`config.mk`:
```
export PLATFORM = sky130hd
export DESIGN_NAME = led_pattern_gen
export DESIGN_NICKNAME = d
export VERILOG_FILES = /design/src/rtl/led_pattern_gen.sv
export SDC_FILE = /design/constraint.sdc
export NUM_CORES = 1
export LEC_CHECK = 0
export ABC_CLOCK_PERIOD_IN_PS = 2000
export CAP_MARGIN = 0
export CORE_ASPECT_RATIO = 0.6
export CORE_MARGIN = 10
export CORE_UTILIZATION = 54
export DETAILED_ROUTE_END_ITERATION = 10
export PLACE_DENSITY = 0.88
export SLEW_MARGIN = 20
export SYNTH_ARGS = -nofsm -noshare
export SYNTH_HDL_FRONTEND = slang
export SYNTH_SLANG_ARGS = --single-unit
export TNS_END_PERCENT = 20
```
`constraint.sdc`:
```
create_clock -name clk -period 2 [get_ports clk]
set_input_delay 0.2 -clock clk [delete_from_list [all_inputs] [get_ports clk]]
set_output_delay 0.2 -clock clk [all_outputs]
set_load 0.01 [all_outputs]
```
`src/rtl/led_pattern_gen.sv`:
```
// LED pattern generator: steps a count, chase, bounce or blink pattern once
// every TICK_DIV clocks and pulses tick alongside each new pattern.
module led_pattern_gen #(
  parameter int N_LED    = 3,
  parameter int TICK_DIV = 10000000,
  parameter int CNT_W    = 24
) (
  input  logic             clk,
  input  logic             rst_n,
  input  logic             en,
  input  logic [1:0]       mode,
  input  logic             dir,
  output logic [N_LED-1:0] led,
  output logic             tick
);

  typedef enum logic [1:0] {
    MODE_COUNT  = 2'd0,
    MODE_CHASE  = 2'd1,
    MODE_BOUNCE = 2'd2,
    MODE_BLINK  = 2'd3
  } mode_e;

  mode_e            mode_q;
  logic [CNT_W-1:0] cnt_q;
  logic [N_LED-1:0] led_q, led_d;
  logic             bdir_q, bdir_d;   // bounce direction: 0 toward MSB, 1 toward LSB
  logic             tick_q;

  logic             mode_chg;
  logic             step;
  logic [N_LED-1:0] shl, shr, rotl, rotr, init_pat;

  // A mode change always wins over a step that would land on the same edge.
  always_comb begin
    mode_chg = (mode != mode_q);
    step     = en && !mode_chg && (cnt_q == CNT_W'(TICK_DIV - 1));
  end

  always_comb begin
    shl    = led_q << 1;
    shr    = led_q >> 1;
    rotl   = shl | (led_q >> (N_LED - 1));
    rotr   = shr | (led_q << (N_LED - 1));
    led_d  = led_q;
    bdir_d = bdir_q;
    case (mode_q)
      MODE_COUNT:  led_d = dir ? (led_q - N_LED'(1)) : (led_q + N_LED'(1));
      MODE_CHASE:  led_d = dir ? rotr : rotl;
      MODE_BOUNCE: begin
        // A single LED has nowhere to move, so it simply holds.
        if (N_LED > 1) begin
          led_d = bdir_q ? shr : shl;
          if (led_d[N_LED-1])  bdir_d = 1'b1;
          else if (led_d[0])   bdir_d = 1'b0;
        end
      end
      MODE_BLINK:  led_d = {N_LED{~|led_q}};
      default:     led_d = led_q;
    endcase
  end

  always_comb begin
    init_pat = '0;
    if (mode == 2'(MODE_CHASE) || mode == 2'(MODE_BOUNCE)) init_pat = N_LED'(1);
  end

  always_ff @(posedge clk or negedge rst_n) begin
    if (!rst_n) begin
      mode_q <= MODE_COUNT;
      cnt_q  <= '0;
      led_q  <= '0;
      bdir_q <= 1'b0;
      tick_q <= 1'b0;
    end else if (mode_chg) begin
      mode_q <= mode_e'(mode);
      cnt_q  <= '0;
      led_q  <= init_pat;
      bdir_q <= 1'b0;
      tick_q <= 1'b0;
    end else begin
      tick_q <= step;
      if (en) cnt_q <= step ? '0 : (cnt_q + CNT_W'(1));
      if (step) begin
        led_q  <= led_d;
        bdir_q <= bdir_d;
      end
    end
  end

  assign led  = led_q;
  assign tick = tick_q;

endmodule

```
Word level (Yosys, flattened, before mapping)
Index checks and enable logic that the tools add are counted.
W data, S select, Z words.
{"block": "totals", "register_bits": 31, "input_bits": 6, "output_inout_bits": 4, "wordCells": 45}
{"block": "classes", "n_addsub": 3, "n_eq_ne": 7, "mux": 16, "n_bitwise": 2, "n_reduce_logical": 12}
{"operator": "$mux W24", "count": 3}
{"operator": "$add A24 B1 Y24 const B", "count": 1}
{"operator": "$eq A24 B24 Y1 const B", "count": 1}
{"operator": "$mux W3", "count": 5}
{"operator": "$pmux W3 S4", "count": 1}
{"operator": "$mux W1", "count": 7}
{"operator": "$eq A2 B2 Y1 const B", "count": 3}
{"operator": "$reduce_bool A2 Y1", "count": 3}
{"operator": "$eq A2 B1 Y1 const B", "count": 2}
{"operator": "$add A3 B1 Y3 const B", "count": 1}
{"operator": "$or A2 B3 Y3", "count": 1}
{"operator": "$or A3 B1 Y3", "count": 1}
{"operator": "$reduce_and A3 Y1", "count": 1}
{"operator": "$reduce_bool A3 Y1", "count": 1}
{"operator": "$reduce_or A3 Y1", "count": 1}
{"operator": "$sub A3 B1 Y3 const B", "count": 1}
{"operator": "$logic_and A1 B1 Y1", "count": 2}
{"operator": "$logic_not A1 Y1", "count": 2}
{"operator": "$logic_not A2 Y1", "count": 1}
{"operator": "$ne A2 B2 Y1", "count": 1}
{"operator": "$logic_or A1 B1 Y1", "count": 1}

Depth between registers and ports, before layout
Gate-level depths: netlist (run 1).
{"block": "depth", "ltp_word": 7, "ltp_mapped": 6, "ltp_nobuf": 5}

Worst setup path before layout (run 1)
No wires, ideal clock.
{"block": "synth_path", "path_kind": "register -> register", "startpoint": "register cnt_q[14]", "endpoint": "register bdir_q", "setup_ns": 0.077, "arrival_time_ns": 1.799, "required_time_ns": 1.923, "setup_slack_ns": 0.124, "path_stages_with_launch": 5, "path_buffers": 0, "synth_period_minus_slack_ns": 1.876, "cell_sequence": "dfrtp_1 -> or2_2 -> or4_4 -> or4_1 -> a21oi_1"}
{"block": "synth_between", "elab_chain_cells": 4}
{"item": "from (decl)", "line": "25", "source": "logic [CNT_W-1:0] cnt_q;"}
{"item": "from (signal assigned)", "line": "83", "source": "if (en) cnt_q <= step ? '0 : (cnt_q + CNT_W'(1));"}
{"item": "$eq A24 B24 Y1", "line": "37", "source": "step = en && !mode_chg && (cnt_q == CNT_W'(TICK_DIV - 1));"}
{"item": "$logic_and A1 B1 Y1", "line": "37"}
{"item": "$reduce_bool A2 Y1 (no source line)"}
{"item": "$reduce_and A3 Y1 (no source line)"}
{"item": "to (signal assigned)", "line": "86", "source": "bdir_q <= bdir_d;"}
{"item": "to (decl)", "line": "27", "source": "logic bdir_q, bdir_d;"}
Every way passes these cells.
A chain may end at the register's enable or synchronous reset.

Worst setup path after layout (run 1)
{"block": "layout_path", "startpoint": "register cnt_q[14]", "endpoint": "register cnt_q[11]"}
{"block": "layout_between", "elab_chain_cells": 5}
{"item": "$eq A24 B24 Y1", "line": "37"}
{"item": "$logic_and A1 B1 Y1", "line": "37"}
{"item": "$mux W24 (2 in series)", "line": "83"}
{"item": "$mux W24", "line": "75", "source": "end else if (mode_chg) begin"}
Every way passes these cells. The select of a mux whose other input is x is not followed.

==> flow_results.xml, run 1 <==
<?xml version="1.0" encoding="UTF-8"?>
<metrics>
  <group name="outcome">
    <metric name="run_status" unit="">finished, final reports clean</metric>
  </group>
  <group name="synth">
    <metric name="synth_area_per_cell" unit="um2">9.460</metric>
    <metric name="synth.cell_area" unit="um2">1939</metric>
    <metric name="yosys_warnings" unit="">0</metric>
    <metric name="synth_seq_cells" unit="">31</metric>
    <metric name="yosys.cell_types.count" unit="">46</metric>
    <metric name="synth.net_count" unit="">213</metric>
    <metric name="synthesis.instances" unit="">205</metric>
    <metric name="synth_flop_cell" unit="">dfrtp_1</metric>
    <metric name="ys_seq_area_share" unit="%">40.00</metric>
    <metric name="number_of_enable_type_register_cells_in_the_synthesized_netlist" unit="">0</metric>
    <metric name="asyncSetResetFlopFracSynth" unit="%">100.0</metric>
  </group>
  <group name="routing">
    <metric name="detail-route-antenna-nets" unit="">0</metric>
    <metric name="route.detailed.wl_per_inst" unit="um">17.88</metric>
    <metric name="routed_wirelength" unit="um">5025</metric>
    <metric name="first_pass_iters" unit="">4</metric>
    <metric name="detailedRoute.firstIterationViolations" unit="">171</metric>
    <metric name="route.vias.total" unit="">1821</metric>
    <metric name="vias_per_cell" unit="">6.480</metric>
    <metric name="drc_errors" unit="">0</metric>
  </group>
  <group name="placed_design">
    <metric name="numPortBuffers" unit="">9</metric>
    <metric name="place_hpwl" unit="um">3710</metric>
    <metric name="routabilityCongestion" unit="">0.9485</metric>
    <metric name="place_worst_setup_slack" unit="ns">-0.1966</metric>
  </group>
  <group name="power_and_ir_drop">
    <metric name="p_sw_share" unit="%">24.75</metric>
    <metric name="p_int" unit="uW">1023</metric>
    <metric name="leakage" unit="uW">0.0008780</metric>
    <metric name="irDropWorstVdd" unit="uV">490.0</metric>
    <metric name="p_comb_share" unit="%">12.8</metric>
    <metric name="powerDensity" unit="nW/um2">576.7</metric>
    <metric name="clock_power_share" unit="%">39.4</metric>
    <metric name="p_switching" unit="uW">336.6</metric>
    <metric name="share_seq_of_total_power" unit="%">47.9</metric>
  </group>
  <group name="sta">
    <metric name="timing_hold_violations_final" unit="">0</metric>
    <metric name="max_clock_freq" unit="MHz">520.8</metric>
    <metric name="worst_slew_margin_rel" unit="%">53.53</metric>
    <metric name="period_share" unit="%">96.01</metric>
    <metric name="fin_crit" unit="ns">1.920</metric>
    <metric name="skew" unit="ns">0.005724</metric>
    <metric name="finalSetupViolCount" unit="">0</metric>
    <metric name="rsz0062_at_grt" unit="">yes</metric>
    <metric name="hold_ws" unit="ns">0.3065</metric>
    <metric name="tightest_slew" unit="ns">0.6911</metric>
    <metric name="finalMaxSlewViolations" unit="">0</metric>
    <metric name="setup_slack" unit="ns">0.07978</metric>
  </group>
  <group name="setup_path">
    <metric name="timing.critical_path.buf_inv" unit="">2</metric>
    <metric name="timing.critical_path.from_type" unit="">flop</metric>
    <metric name="crit_top_cell" unit="">buf_4</metric>
    <metric name="data_arrival_critical_path" unit="ns">2.07</metric>
    <metric name="worst-path-max-fanout" unit="">9</metric>
    <metric name="crit_type" unit="">reg -&gt; reg</metric>
    <metric name="critical_path.cell_chain" unit="">or2_2 -&gt; or4_4 -&gt; buf_4 -&gt; o21ai_2 -&gt; buf_4 -&gt; a21oi_1</metric>
    <metric name="gate_family_responsible_for_the_most_delay_along_the_worst_path" unit="">simple AND/OR/NAND/NOR gates</metric>
    <metric name="r2r.worst_path.cells" unit="">6</metric>
    <metric name="worstPathRequired" unit="ns">2.15</metric>
    <metric name="worst_path_max_delay_cell" unit="">or4_4</metric>
    <metric name="worst-r2r-setup-slack" unit="ns">0.08</metric>
    <metric name="critical_path.reg2reg.endpoint" unit="">cnt_q[11]$_DFFE_PN0P_</metric>
    <metric name="type_of_element_capturing_the_critical_path" unit="">flop</metric>
    <metric name="critical_path.reg2reg.startpoint" unit="">cnt_q[14]$_DFFE_PN0P_</metric>
    <metric name="crit_path_max_incr_delay" unit="ns">0.52</metric>
  </group>
  <group name="clock_tree">
    <metric name="cts_tree" unit="">done</metric>
    <metric name="post-cts-setup-buffer-count" unit="">0</metric>
    <metric name="clk_transition_reported_paths" unit="ns">0.06</metric>
    <metric name="cts-root-buf" unit="">clkbuf_8</metric>
    <metric name="clock_sinks" unit="">31</metric>
    <metric name="cts_max_path_buffers" unit="">2</metric>
    <metric name="worst_skew_pair.late_latency" unit="ns">0.28</metric>
    <metric name="post_cts_hold_buffer_count" unit="">0</metric>
    <metric name="number_of_buffers_added_by_the_clock_tree_synthesis_step" unit="">5</metric>
    <metric name="h-tree-depth" unit="">2</metric>
  </group>
  <group name="min_path">
    <metric name="min_path_type" unit="">in -&gt; async</metric>
  </group>
  <group name="layout">
    <metric name="most-common-layout-cells" unit="">dfrtp_1, buf_4, a21oi_1, o31ai_1, nand2_1</metric>
    <metric name="areaGrowthSynthToFinish" unit="%">21.61</metric>
    <metric name="layout_commonest_cell" unit="">dfrtp_1</metric>
    <metric name="insertedDiodeCount" unit="">0</metric>
    <metric name="fin_nets" unit="">243</metric>
    <metric name="layout-drive-gt1-share" unit="%">19.49</metric>
    <metric name="n_fill_cell" unit="">254</metric>
  </group>
  <group name="global_routing">
    <metric name="antenna_found_initial" unit="">0</metric>
    <metric name="globalRouteOverflowTotal" unit="">0</metric>
    <metric name="first_pass_grt_wire_length" unit="um">8466</metric>
    <metric name="grt_start_max_net_pins" unit="">32</metric>
    <metric name="first_global_vias" unit="">1749</metric>
    <metric name="grt_usage" unit="%">15.81</metric>
  </group>
  <group name="floorplan">
    <metric name="start_util" unit="%">58.01</metric>
    <metric name="chipWidth" unit="um">97.37</metric>
    <metric name="num_rows" unit="">16</metric>
    <metric name="fp.coreArea" unit="um2">3343</metric>
    <metric name="die-area" unit="um2">6467</metric>
    <metric name="chipHeight" unit="um">66.42</metric>
    <metric name="io_pins" unit="">10</metric>
  </group>
  <group name="flow_run">
    <metric name="max_cap_violations" unit="">0</metric>
  </group>
</metrics>
==> cells in the mapped netlist, types with 2 or more instances <==
library cell,count,area (um2)
nor2_1,10,37.54
and2_1,4,25.02
xor2_1,7,61.31
dfrtp_1,31,775.7
buf_2,2,10.01
nand2b_1,4,25.02
nand4_1,5,31.28
a21o_1,2,15.01
nor3_1,4,20.02
or4_1,12,90.09
nand3_1,5,25.02
inv_1,2,7.510
or3_1,5,31.28
xor2_2,2,32.53
nor4_1,2,12.51
o22ai_1,3,18.77
o21ai_0,8,40.04
a21oi_1,18,90.09
nand2_1,14,52.55
clkbuf_1,6,22.52
o211ai_1,5,37.54
mux2i_1,6,60.06
o31ai_1,15,112.6
and4_1,3,26.28
o311ai_0,3,26.28
or2_2,2,12.51
nor4b_1,5,43.79
and3_2,2,15.01
==> power groups by stage <==
stage,clock network (uW),logic [uW],registers [uW]
6_report,535,174,651
3_5_place_dp,0,160,661
3_3_place_gp,0,156,660
4_1_cts,543,162,649
2_1_floorplan,0,82.6,660
5_1_grt,569,188,652
==> layer usage <==
layer / routed length, um / GRT usage (%) / vias up
met5: 0 / 0 / -
met4: 22 / 5.957 / 0
met3: 458 / 5.637 / 5
met2: 2144 / 21.62 / 78
met1: 2400 / 21.96 / 872
li1: - / - / 866
==> worst register-to-register path: stages (launching register included) <==
cell and delay, ns:
dfrtp_1 0.38, or2_2 0.31, or4_4 0.52, buf_4 0.17
o21ai_2 0.15, buf_4 0.20, a21oi_1 0.06
==> layout make-up <==
type / instances / area [um2] / area share, %
clock buffers: 8 / 100.1 / 4.244
well taps: 45 / 56.30 / 2.387
multi-input cells: 163 / 1151 / 48.81
flip-flops and latches: 31 / 777.0 / 32.94
inverters: 2 / 7.507 / 0.3183
repair buffers: 32 / 266.5 / 11.30
==> logic make-up after synthesis <==
logic type	count (synthesis)	share of synthesized area, %
xor gates and xnor gates	10	5.290
muxes	6	3.097
AOI/OAI and AO/OA	58	19.36
DFF	31	40.00
buffers and inverters	11	2.645
and+or+nand+nor	87	27.94
adders and majority gates	2	1.677
==> metrics by stage <==
| stage | instances | TNS (ns) | total power [uW] | instance area (um2) | util (%) |
|---|---|---|---|---|---|
| 2_1_floorplan | 205 | 0 | 742.3 | 1939 | - |
| 3_3_place_gp | 273 | -0.7882 | 816.2 | 2215 | 66.24 |
| 3_5_place_dp | 273 | -1.817 | 820.9 | 2215 | 66.24 |
| 4_1_cts | 281 | 0 | 1355 | 2315 | 69.24 |
| 5_1_grt | 281 | -0.03939 | 1410 | 2359 | 70.55 |
| 6_report | 281 | 0 | 1360 | 2359 | 70.55 |
==> registers in the layout, indices dropped and copies added (netlist names) <==
register and count:
cnt_q 24, led 3, mode_q 2, bdir_q 1, tick 1
==> worst max path at each step <==
stage	from	depth (start not counted)	end	slack (ns)
2_1_floorplan	cnt_q[14]$_DFFE_PN0P_	4	bdir_q$_DFFE_PN0P_	0.12
3_3_place_gp	mode[0]	5	cnt_q[12]$_DFFE_PN0P_	-0.09
3_5_place_dp	mode[0]	5	cnt_q[18]$_DFFE_PN0P_	-0.20
4_1_cts	mode_q[0]$_DFFE_PN0N_	4	cnt_q[18]$_DFFE_PN0P_	0.05
5_1_grt	mode[0]	5	cnt_q[18]$_DFFE_PN0P_	-0.04
6_report	cnt_q[14]$_DFFE_PN0P_	6	cnt_q[11]$_DFFE_PN0P_	0.08
==> timing repair <==
| action | CTS | global route |
|---|---|---|
| endpoints found under the hold margin | 0 | 0 |
| resized for setup | 0 | 7 |
| endpoints found under the setup margin | 0 | 21 |
Power figures use the tool's default switching activity.
==> run 2, diff against run 1 <==
--- a/config.mk
+++ b/config.mk
@@ -8,7 +8,7 @@
 export ABC_CLOCK_PERIOD_IN_PS = 2000
 export CAP_MARGIN = 0
 export CORE_ASPECT_RATIO = 0.6
-export CORE_MARGIN = 10
+export CORE_MARGIN = 2
 export CORE_UTILIZATION = 54
 export DETAILED_ROUTE_END_ITERATION = 10
 export PLACE_DENSITY = 0.88
==> run 2 against run 1 <==
  * Critical path depth shrank 2
  * Clock power grew 1%
  * Cell area shrank 0.42%
  * Sequential share of layout area grew 0.14 points
  * Critical path type unchanged
  * Critical endpoint is now bdir_q$_DFFE_PN0P_
==> flow_results.xml, run 2 (synthesized netlist as in run 1, its figures left out) <==
<?xml version="1.0" encoding="UTF-8"?>
<metrics>
  <group name="flow_run">
    <metric name="max_cap_violations" unit="">0</metric>
  </group>
  <group name="setup_path">
    <metric name="timing.critical_path.from_type" unit="">flop</metric>
    <metric name="worstPathRequired" unit="ns">2.21</metric>
    <metric name="cp-startpoint" unit="">cnt_q[14]$_DFFE_PN0P_</metric>
    <metric name="r2r.worst_path.cells" unit="">4</metric>
    <metric name="worst-path-max-fanout" unit="">3</metric>
    <metric name="critical_path.reg2reg.endpoint" unit="">bdir_q$_DFFE_PN0P_</metric>
    <metric name="worst-r2r-setup-slack" unit="ns">0.10</metric>
    <metric name="data_arrival_critical_path" unit="ns">2.11</metric>
    <metric name="critical_path.reg2reg.startpoint" unit="">cnt_q[14]$_DFFE_PN0P_</metric>
    <metric name="crit_end" unit="">bdir_q$_DFFE_PN0P_</metric>
    <metric name="crit_type" unit="">reg -&gt; reg</metric>
    <metric name="type_of_element_capturing_the_critical_path" unit="">flop</metric>
  </group>
  <group name="floorplan">
    <metric name="chipWidth" unit="um">81.37</metric>
    <metric name="chipHeight" unit="um">50.42</metric>
    <metric name="start_util" unit="%">58.01</metric>
    <metric name="fp.coreArea" unit="um2">3343</metric>
    <metric name="num_rows" unit="">16</metric>
    <metric name="io_pins" unit="">10</metric>
    <metric name="die-area" unit="um2">4102</metric>
  </group>
  <group name="layout">
    <metric name="areaGrowthSynthToFinish" unit="%">21.10</metric>
    <metric name="layout-drive-gt1-share" unit="%">19.15</metric>
    <metric name="fin_nets" unit="">242</metric>
    <metric name="layout.core_utilization" unit="%">70.25</metric>
    <metric name="largest_register" unit="">cnt_q</metric>
    <metric name="post-route-cell-area" unit="um2">2349</metric>
    <metric name="layout_commonest_cell" unit="">dfrtp_1</metric>
    <metric name="most-common-layout-cells" unit="">dfrtp_1, buf_4, a21oi_1, nand2_1, o31ai_1</metric>
    <metric name="insertedDiodeCount" unit="">0</metric>
    <metric name="largest_register_ffs" unit="">24</metric>
  </group>
  <group name="sta">
    <metric name="hold_ws" unit="ns">0.3097</metric>
    <metric name="fin_crit" unit="ns">1.896</metric>
    <metric name="skew" unit="ns">0.004013</metric>
    <metric name="setup_slack" unit="ns">0.1041</metric>
    <metric name="setup_total_negative_slack" unit="ns">0</metric>
    <metric name="finalSetupViolCount" unit="">0</metric>
    <metric name="max_clock_freq" unit="MHz">527.4</metric>
    <metric name="period_share" unit="%">94.80</metric>
    <metric name="tightest_slew" unit="ns">0.6041</metric>
    <metric name="rsz0062_at_grt" unit="">yes</metric>
    <metric name="worst_slew_margin_rel" unit="%">59.22</metric>
    <metric name="timing_hold_violations_final" unit="">0</metric>
    <metric name="finalMaxSlewViolations" unit="">0</metric>
  </group>
  <group name="placed_design">
    <metric name="numPortBuffers" unit="">9</metric>
    <metric name="place_hpwl" unit="um">3410</metric>
    <metric name="place_worst_setup_slack" unit="ns">-0.2337</metric>
    <metric name="standard_cell_area_after_detailed_placement" unit="um2">2207</metric>
    <metric name="routabilityCongestion" unit="">0.9120</metric>
  </group>
  <group name="routing">
    <metric name="route.vias.total" unit="">1858</metric>
    <metric name="route.detailed.wl_per_inst" unit="um">17.70</metric>
    <metric name="routed_wirelength" unit="um">4956</metric>
    <metric name="first_pass_iters" unit="">5</metric>
    <metric name="vias_per_cell" unit="">6.636</metric>
    <metric name="drc_errors" unit="">0</metric>
    <metric name="detailedRoute.firstIterationViolations" unit="">263</metric>
    <metric name="detail-route-antenna-nets" unit="">0</metric>
  </group>
  <group name="clock_tree">
    <metric name="post-cts-setup-buffer-count" unit="">0</metric>
    <metric name="cts-root-buf" unit="">clkbuf_8</metric>
    <metric name="cts_max_path_buffers" unit="">2</metric>
    <metric name="worst_skew_pair.late_latency" unit="ns">0.28</metric>
    <metric name="h-tree-depth" unit="">2</metric>
    <metric name="clock_sinks" unit="">31</metric>
    <metric name="cts_tree" unit="">done</metric>
    <metric name="post_cts_hold_buffer_count" unit="">0</metric>
    <metric name="number_of_buffers_added_by_the_clock_tree_synthesis_step" unit="">5</metric>
    <metric name="clk_transition_reported_paths" unit="ns">0.06</metric>
  </group>
  <group name="min_path">
    <metric name="min_path_type" unit="">in -&gt; async</metric>
  </group>
  <group name="global_routing">
    <metric name="globalRouteOverflowTotal" unit="">0</metric>
    <metric name="first_global_vias" unit="">1696</metric>
    <metric name="antenna_found_initial" unit="">0</metric>
    <metric name="grt_usage" unit="%">27.55</metric>
    <metric name="grt_start_max_net_pins" unit="">32</metric>
    <metric name="first_pass_grt_wire_length" unit="um">8397</metric>
  </group>
  <group name="power_and_ir_drop">
    <metric name="irDropWorstVdd" unit="uV">429.8</metric>
    <metric name="powerDensity" unit="nW/um2">577.4</metric>
    <metric name="leakage" unit="uW">0.0008710</metric>
  </group>
  <group name="outcome">
    <metric name="run_status" unit="">finished, final reports clean</metric>
  </group>
</metrics>
-- run 2: cell count changes in the layout (fill, tap and decap cells not counted), sizes merged --
cell | previous run | this run
buf | 23 | 22
-- run 2: power by group --
| group | switching, uW | internal, uW |
|---|---|---|
| Clock | 228 | 314 |
| Sequential | 17.4 | 634 |
| Combinational | 92.3 | 70.2 |
-- run 2: routing by layer --
layer  track usage (%)  vias to the layer above  routed length [um]
li1                  -                      860                   -
met1             43.15                      897                2418
met2             35.93                       88                2059
met3             6.475                       13                 404
met4             10.45                        0                  72
met5                 0                        -                   0
-- run 2: critical path: stages (launching register included) --
cell and delay (ns):
dfrtp_1 0.37, or2_2 0.30, or4_4 0.53, or4_1 0.48
a21oi_1 0.15
-- run 2: per-stage QoR --
step,power [uW],std cells
finish,1356,280
global route,1414,280
CTS,1355,280
detailed placement,815.0,272
global placement,811.2,272
floorplan,742.3,205
-- run 2: worst min path at each step --
stage | start | end | slack (ns) | cells past startpoint
after global placement | cnt_q[6]$_DFFE_PN0P_ | cnt_q[6]$_DFFE_PN0P_ | 0.56 | 2
after CTS | rst_n | cnt_q[22]$_DFFE_PN0P_ | 0.33 | 2
after floorplan | rst_n | bdir_q$_DFFE_PN0P_ | -0.1 | 0
final | rst_n | cnt_q[9]$_DFFE_PN0P_ | 0.31 | 2
after detailed placement | cnt_q[1]$_DFFE_PN0P_ | cnt_q[1]$_DFFE_PN0P_ | 0.57 | 2
after global routing | rst_n | cnt_q[22]$_DFFE_PN0P_ | 0.35 | 2
-- run 2: cell type report --
| cell class | count | area, um2 |
|---|---|---|
| inverters | 2 | 7.507 |
| multi-input cells | 163 | 1152 |
| well taps | 45 | 56.30 |
| repair buffers | 31 | 255.2 |
| fillers | 253 | 994.7 |
| flip-flops and latches | 31 | 777.0 |
| clock buffers | 8 | 100.1 |
-- run 2: what timing repair did --
| item | 4_1_cts | 5_1_grt |
|---|---|---|
| hold endpoints to repair | 0 | 0 |
| setup endpoints to repair | 0 | 13 |
| gates resized for setup | 0 | 6 |
==> run 3, diff against run 2 <==
--- a/config.mk
+++ b/config.mk
@@ -5,13 +5,14 @@
 export SDC_FILE = /design/constraint.sdc
 export NUM_CORES = 1
 export LEC_CHECK = 0
-export ABC_CLOCK_PERIOD_IN_PS = 2000
+export ABC_CLOCK_PERIOD_IN_PS = 2370
 export CAP_MARGIN = 0
 export CORE_ASPECT_RATIO = 0.6
 export CORE_MARGIN = 2
-export CORE_UTILIZATION = 54
+export CORE_UTILIZATION = 60
 export DETAILED_ROUTE_END_ITERATION = 10
-export PLACE_DENSITY = 0.88
+export PLACE_DENSITY = 0.92
+export SKIP_LAST_GASP = 1
 export SLEW_MARGIN = 20
 export SYNTH_ARGS = -nofsm -noshare
 export SYNTH_HDL_FRONTEND = slang
==> constraint.sdc (replaced) <==
create_clock -name clk -period 2.37 [get_ports clk]
set_input_delay 0.237 -clock clk [delete_from_list [all_inputs] [get_ports clk]]
set_output_delay 0.237 -clock clk [all_outputs]
set_load 0.01 [all_outputs]
==> run 3 against run 2 <==
  * Maximum frequency decreased by 8.6%
  * Sequential cell count unchanged
  * Total power is 22% lower
  * First-iteration DRC count fell by 51%
  * Sequential share of layout area is 3.1 points higher
  * Highest routed layer unchanged
==> flow_results.xml, run 3 (synthesized netlist as in run 1, its figures left out) <==
<?xml version="1.0" encoding="UTF-8"?>
<metrics>
  <group name="outcome">
    <metric name="run_status" unit="">finished, final reports clean</metric>
  </group>
  <group name="sta">
    <metric name="tightest_slew" unit="ns">0.7869</metric>
    <metric name="finalSetupViolCount" unit="">0</metric>
    <metric name="rsz0062_at_grt" unit="">no</metric>
    <metric name="setup_total_negative_slack" unit="ns">0</metric>
    <metric name="timing_hold_violations_final" unit="">0</metric>
    <metric name="finalMaxSlewViolations" unit="">0</metric>
    <metric name="skew" unit="ns">0.007967</metric>
    <metric name="fin_crit" unit="ns">2.073</metric>
    <metric name="worst_slew_margin_rel" unit="%">47.14</metric>
    <metric name="max_clock_freq" unit="MHz">482.3</metric>
    <metric name="period_share" unit="%">87.49</metric>
  </group>
  <group name="clock_tree">
    <metric name="cts_tree" unit="">done</metric>
    <metric name="h-tree-depth" unit="">2</metric>
    <metric name="cts_max_path_buffers" unit="">2</metric>
    <metric name="post-cts-setup-buffer-count" unit="">0</metric>
    <metric name="clock_sinks" unit="">31</metric>
    <metric name="ctsResizeCount" unit="">0</metric>
    <metric name="clk_transition_reported_paths" unit="ns">0.07</metric>
    <metric name="cts-root-buf" unit="">clkbuf_8</metric>
    <metric name="number_of_buffers_added_by_the_clock_tree_synthesis_step" unit="">5</metric>
    <metric name="worst_skew_pair.late_latency" unit="ns">0.28</metric>
    <metric name="post_cts_hold_buffer_count" unit="">0</metric>
  </group>
  <group name="setup_path">
    <metric name="worst_path_max_delay_cell" unit="">or4_1</metric>
    <metric name="worstPathRequired" unit="ns">2.57</metric>
    <metric name="crit_path_max_incr_delay" unit="ns">0.64</metric>
    <metric name="timing.critical_path.from_type" unit="">flop</metric>
    <metric name="critical_path.reg2reg.startpoint" unit="">cnt_q[9]$_DFFE_PN0P_</metric>
    <metric name="data_arrival_critical_path" unit="ns">2.28</metric>
    <metric name="crit_type" unit="">reg -&gt; reg</metric>
    <metric name="type_of_element_capturing_the_critical_path" unit="">flop</metric>
    <metric name="cp-startpoint" unit="">cnt_q[9]$_DFFE_PN0P_</metric>
    <metric name="worst-path-max-fanout" unit="">13</metric>
    <metric name="critical_path.cell_chain" unit="">and4_1 -&gt; nand4_1 -&gt; or4_1 -&gt; a21oi_1</metric>
  </group>
  <group name="routing">
    <metric name="vias_per_cell" unit="">6.953</metric>
    <metric name="route.detailed.wl_per_inst" unit="um">18.95</metric>
    <metric name="highest_routed_metal_layer" unit="">met4</metric>
    <metric name="detail-route-antenna-nets" unit="">0</metric>
    <metric name="detailedRoute.firstIterationViolations" unit="">129</metric>
    <metric name="route.vias.total" unit="">1794</metric>
    <metric name="routed_wirelength" unit="um">4889</metric>
    <metric name="met3RoutedLength" unit="um">433</metric>
    <metric name="drc_errors" unit="">0</metric>
    <metric name="wl_met1" unit="um">2334</metric>
    <metric name="met2_length" unit="um">2096</metric>
    <metric name="first_pass_iters" unit="">5</metric>
  </group>
  <group name="layout">
    <metric name="fin_nets" unit="">223</metric>
    <metric name="final_cell_count_no_fill" unit="">258</metric>
    <metric name="layout-drive-gt1-share" unit="%">9.722</metric>
    <metric name="insertedDiodeCount" unit="">0</metric>
    <metric name="most-common-layout-cells" unit="">dfrtp_1, a21oi_1, o31ai_1, nand2_1, or4_1</metric>
    <metric name="largest_register" unit="">cnt_q</metric>
    <metric name="n_fill_cell" unit="">236</metric>
    <metric name="areaGrowthSynthToFinish" unit="%">10.45</metric>
    <metric name="storage_cell_area" unit="um2">775.7</metric>
    <metric name="multi_input_area" unit="um2">1112</metric>
    <metric name="layout_commonest_cell" unit="">dfrtp_1</metric>
    <metric name="largest_register_ffs" unit="">24</metric>
  </group>
  <group name="floorplan">
    <metric name="num_rows" unit="">15</metric>
    <metric name="io_pins" unit="">10</metric>
    <metric name="start_util" unit="%">65.40</metric>
    <metric name="chipWidth" unit="um">77.40</metric>
    <metric name="die-area" unit="um2">3718</metric>
    <metric name="fp.coreArea" unit="um2">2965</metric>
    <metric name="chipHeight" unit="um">48.04</metric>
  </group>
  <group name="placed_design">
    <metric name="place_hpwl" unit="um">3596</metric>
    <metric name="routabilityCongestion" unit="">0.9355</metric>
    <metric name="numPortBuffers" unit="">9</metric>
    <metric name="dp.cells" unit="">250</metric>
  </group>
  <group name="power_and_ir_drop">
    <metric name="irDropWorstVdd" unit="uV">497.8</metric>
    <metric name="clock_power_share" unit="%">37.0</metric>
    <metric name="leakage" unit="uW">0.0007674</metric>
    <metric name="p_int" unit="uW">785.9</metric>
    <metric name="powerDensity" unit="nW/um2">495.5</metric>
    <metric name="p_comb_share" unit="%">11.1</metric>
    <metric name="share_seq_of_total_power" unit="%">51.9</metric>
    <metric name="p_switching" unit="uW">275.4</metric>
    <metric name="p_sw_share" unit="%">25.95</metric>
  </group>
  <group name="min_path">
    <metric name="min_path_type" unit="">in -&gt; async</metric>
  </group>
  <group name="global_routing">
    <metric name="antenna_found_initial" unit="">0</metric>
    <metric name="first_pass_grt_wire_length" unit="um">7921</metric>
    <metric name="grt_usage" unit="%">29.00</metric>
    <metric name="first_global_vias" unit="">1591</metric>
    <metric name="grt_start_max_net_pins" unit="">32</metric>
    <metric name="globalRouteOverflowTotal" unit="">0</metric>
  </group>
  <group name="flow_run">
    <metric name="max_cap_violations" unit="">0</metric>
  </group>
</metrics>
==> run 3: cell count changes in the layout (fill, tap and decap cells not counted), sizes merged <==
cell,delta
buf,-19
clkbuf,-1
clkinv,+1
==> run 3: final timing paths <==
check / endpoint / slack [ns] / cells past startpoint
setup / recovery: cnt_q[23]$_DFFE_PN0P_ / 0.30 / 4
hold / removal: cnt_q[8]$_DFFE_PN0P_ / 0.34 / 2
setup reg to reg: cnt_q[23]$_DFFE_PN0P_ / 0.30 / 4
hold reg to reg: cnt_q[20]$_DFFE_PN0P_ / 0.57 / 2
max in group asynchronous: cnt_q[6]$_DFFE_PN0P_ / 1.73 / 2
min in group clk: mode_q[0]$_DFFE_PN0N_ / 0.53 / 1
==> run 3: critical path: cells and delay by family, from the launching register on <==
kind	cells	cell delay [ns]
flip-flops	1	0.47
AO/OA/AOI/OAI	1	0.16
AND/OR/NAND/NOR	3	1.36
==> run 3: area by class of cell <==
cell class | count | share of cell area, %
multi-input combinational | 163 | 51.93
sequential | 31 | 36.22
timing repair buffer | 12 | 5.257
clock buffer | 7 | 3.563
tap | 42 | 2.453
inverter | 2 | 0.3505
clock inverter | 1 | 0.2336
==> run 3: per-stage QoR <==
stage                     power, uW  utilization [%]  hold WS [ns]  setup WS (ns)  cell area [um2]
after floorplan               626.4                -      -0.05859         0.4935             1939
after global placement        666.9            69.49        0.5628         0.2163             2061
after detailed placement      675.2            69.49        0.5610         0.1235             2061
after CTS                      1061            72.24        0.3562         0.3362             2142
after global routing           1102            72.24        0.3784         0.1665             2142
final                          1061            72.24        0.3450         0.2965             2142
==> run 3: routing by layer <==
| metal | up-vias | global-route usage (%) |
|---|---|---|
| met2 | 99 | 44.87 |
| met1 | 867 | 41.58 |
| li1 | 824 | - |
| met4 | 0 | 7.500 |
| met5 | - | 0 |
| met3 | 4 | 7.358 |
==> run 3: power groups by stage <==
stage | clock network, uW | logic, uW | registers [uW]
after floorplan | 0 | 69.7 | 557
after global placement | 0 | 110 | 557
after detailed placement | 0 | 116 | 559
after CTS | 394 | 117 | 550
after global routing | 423 | 128 | 551
final | 393 | 118 | 551
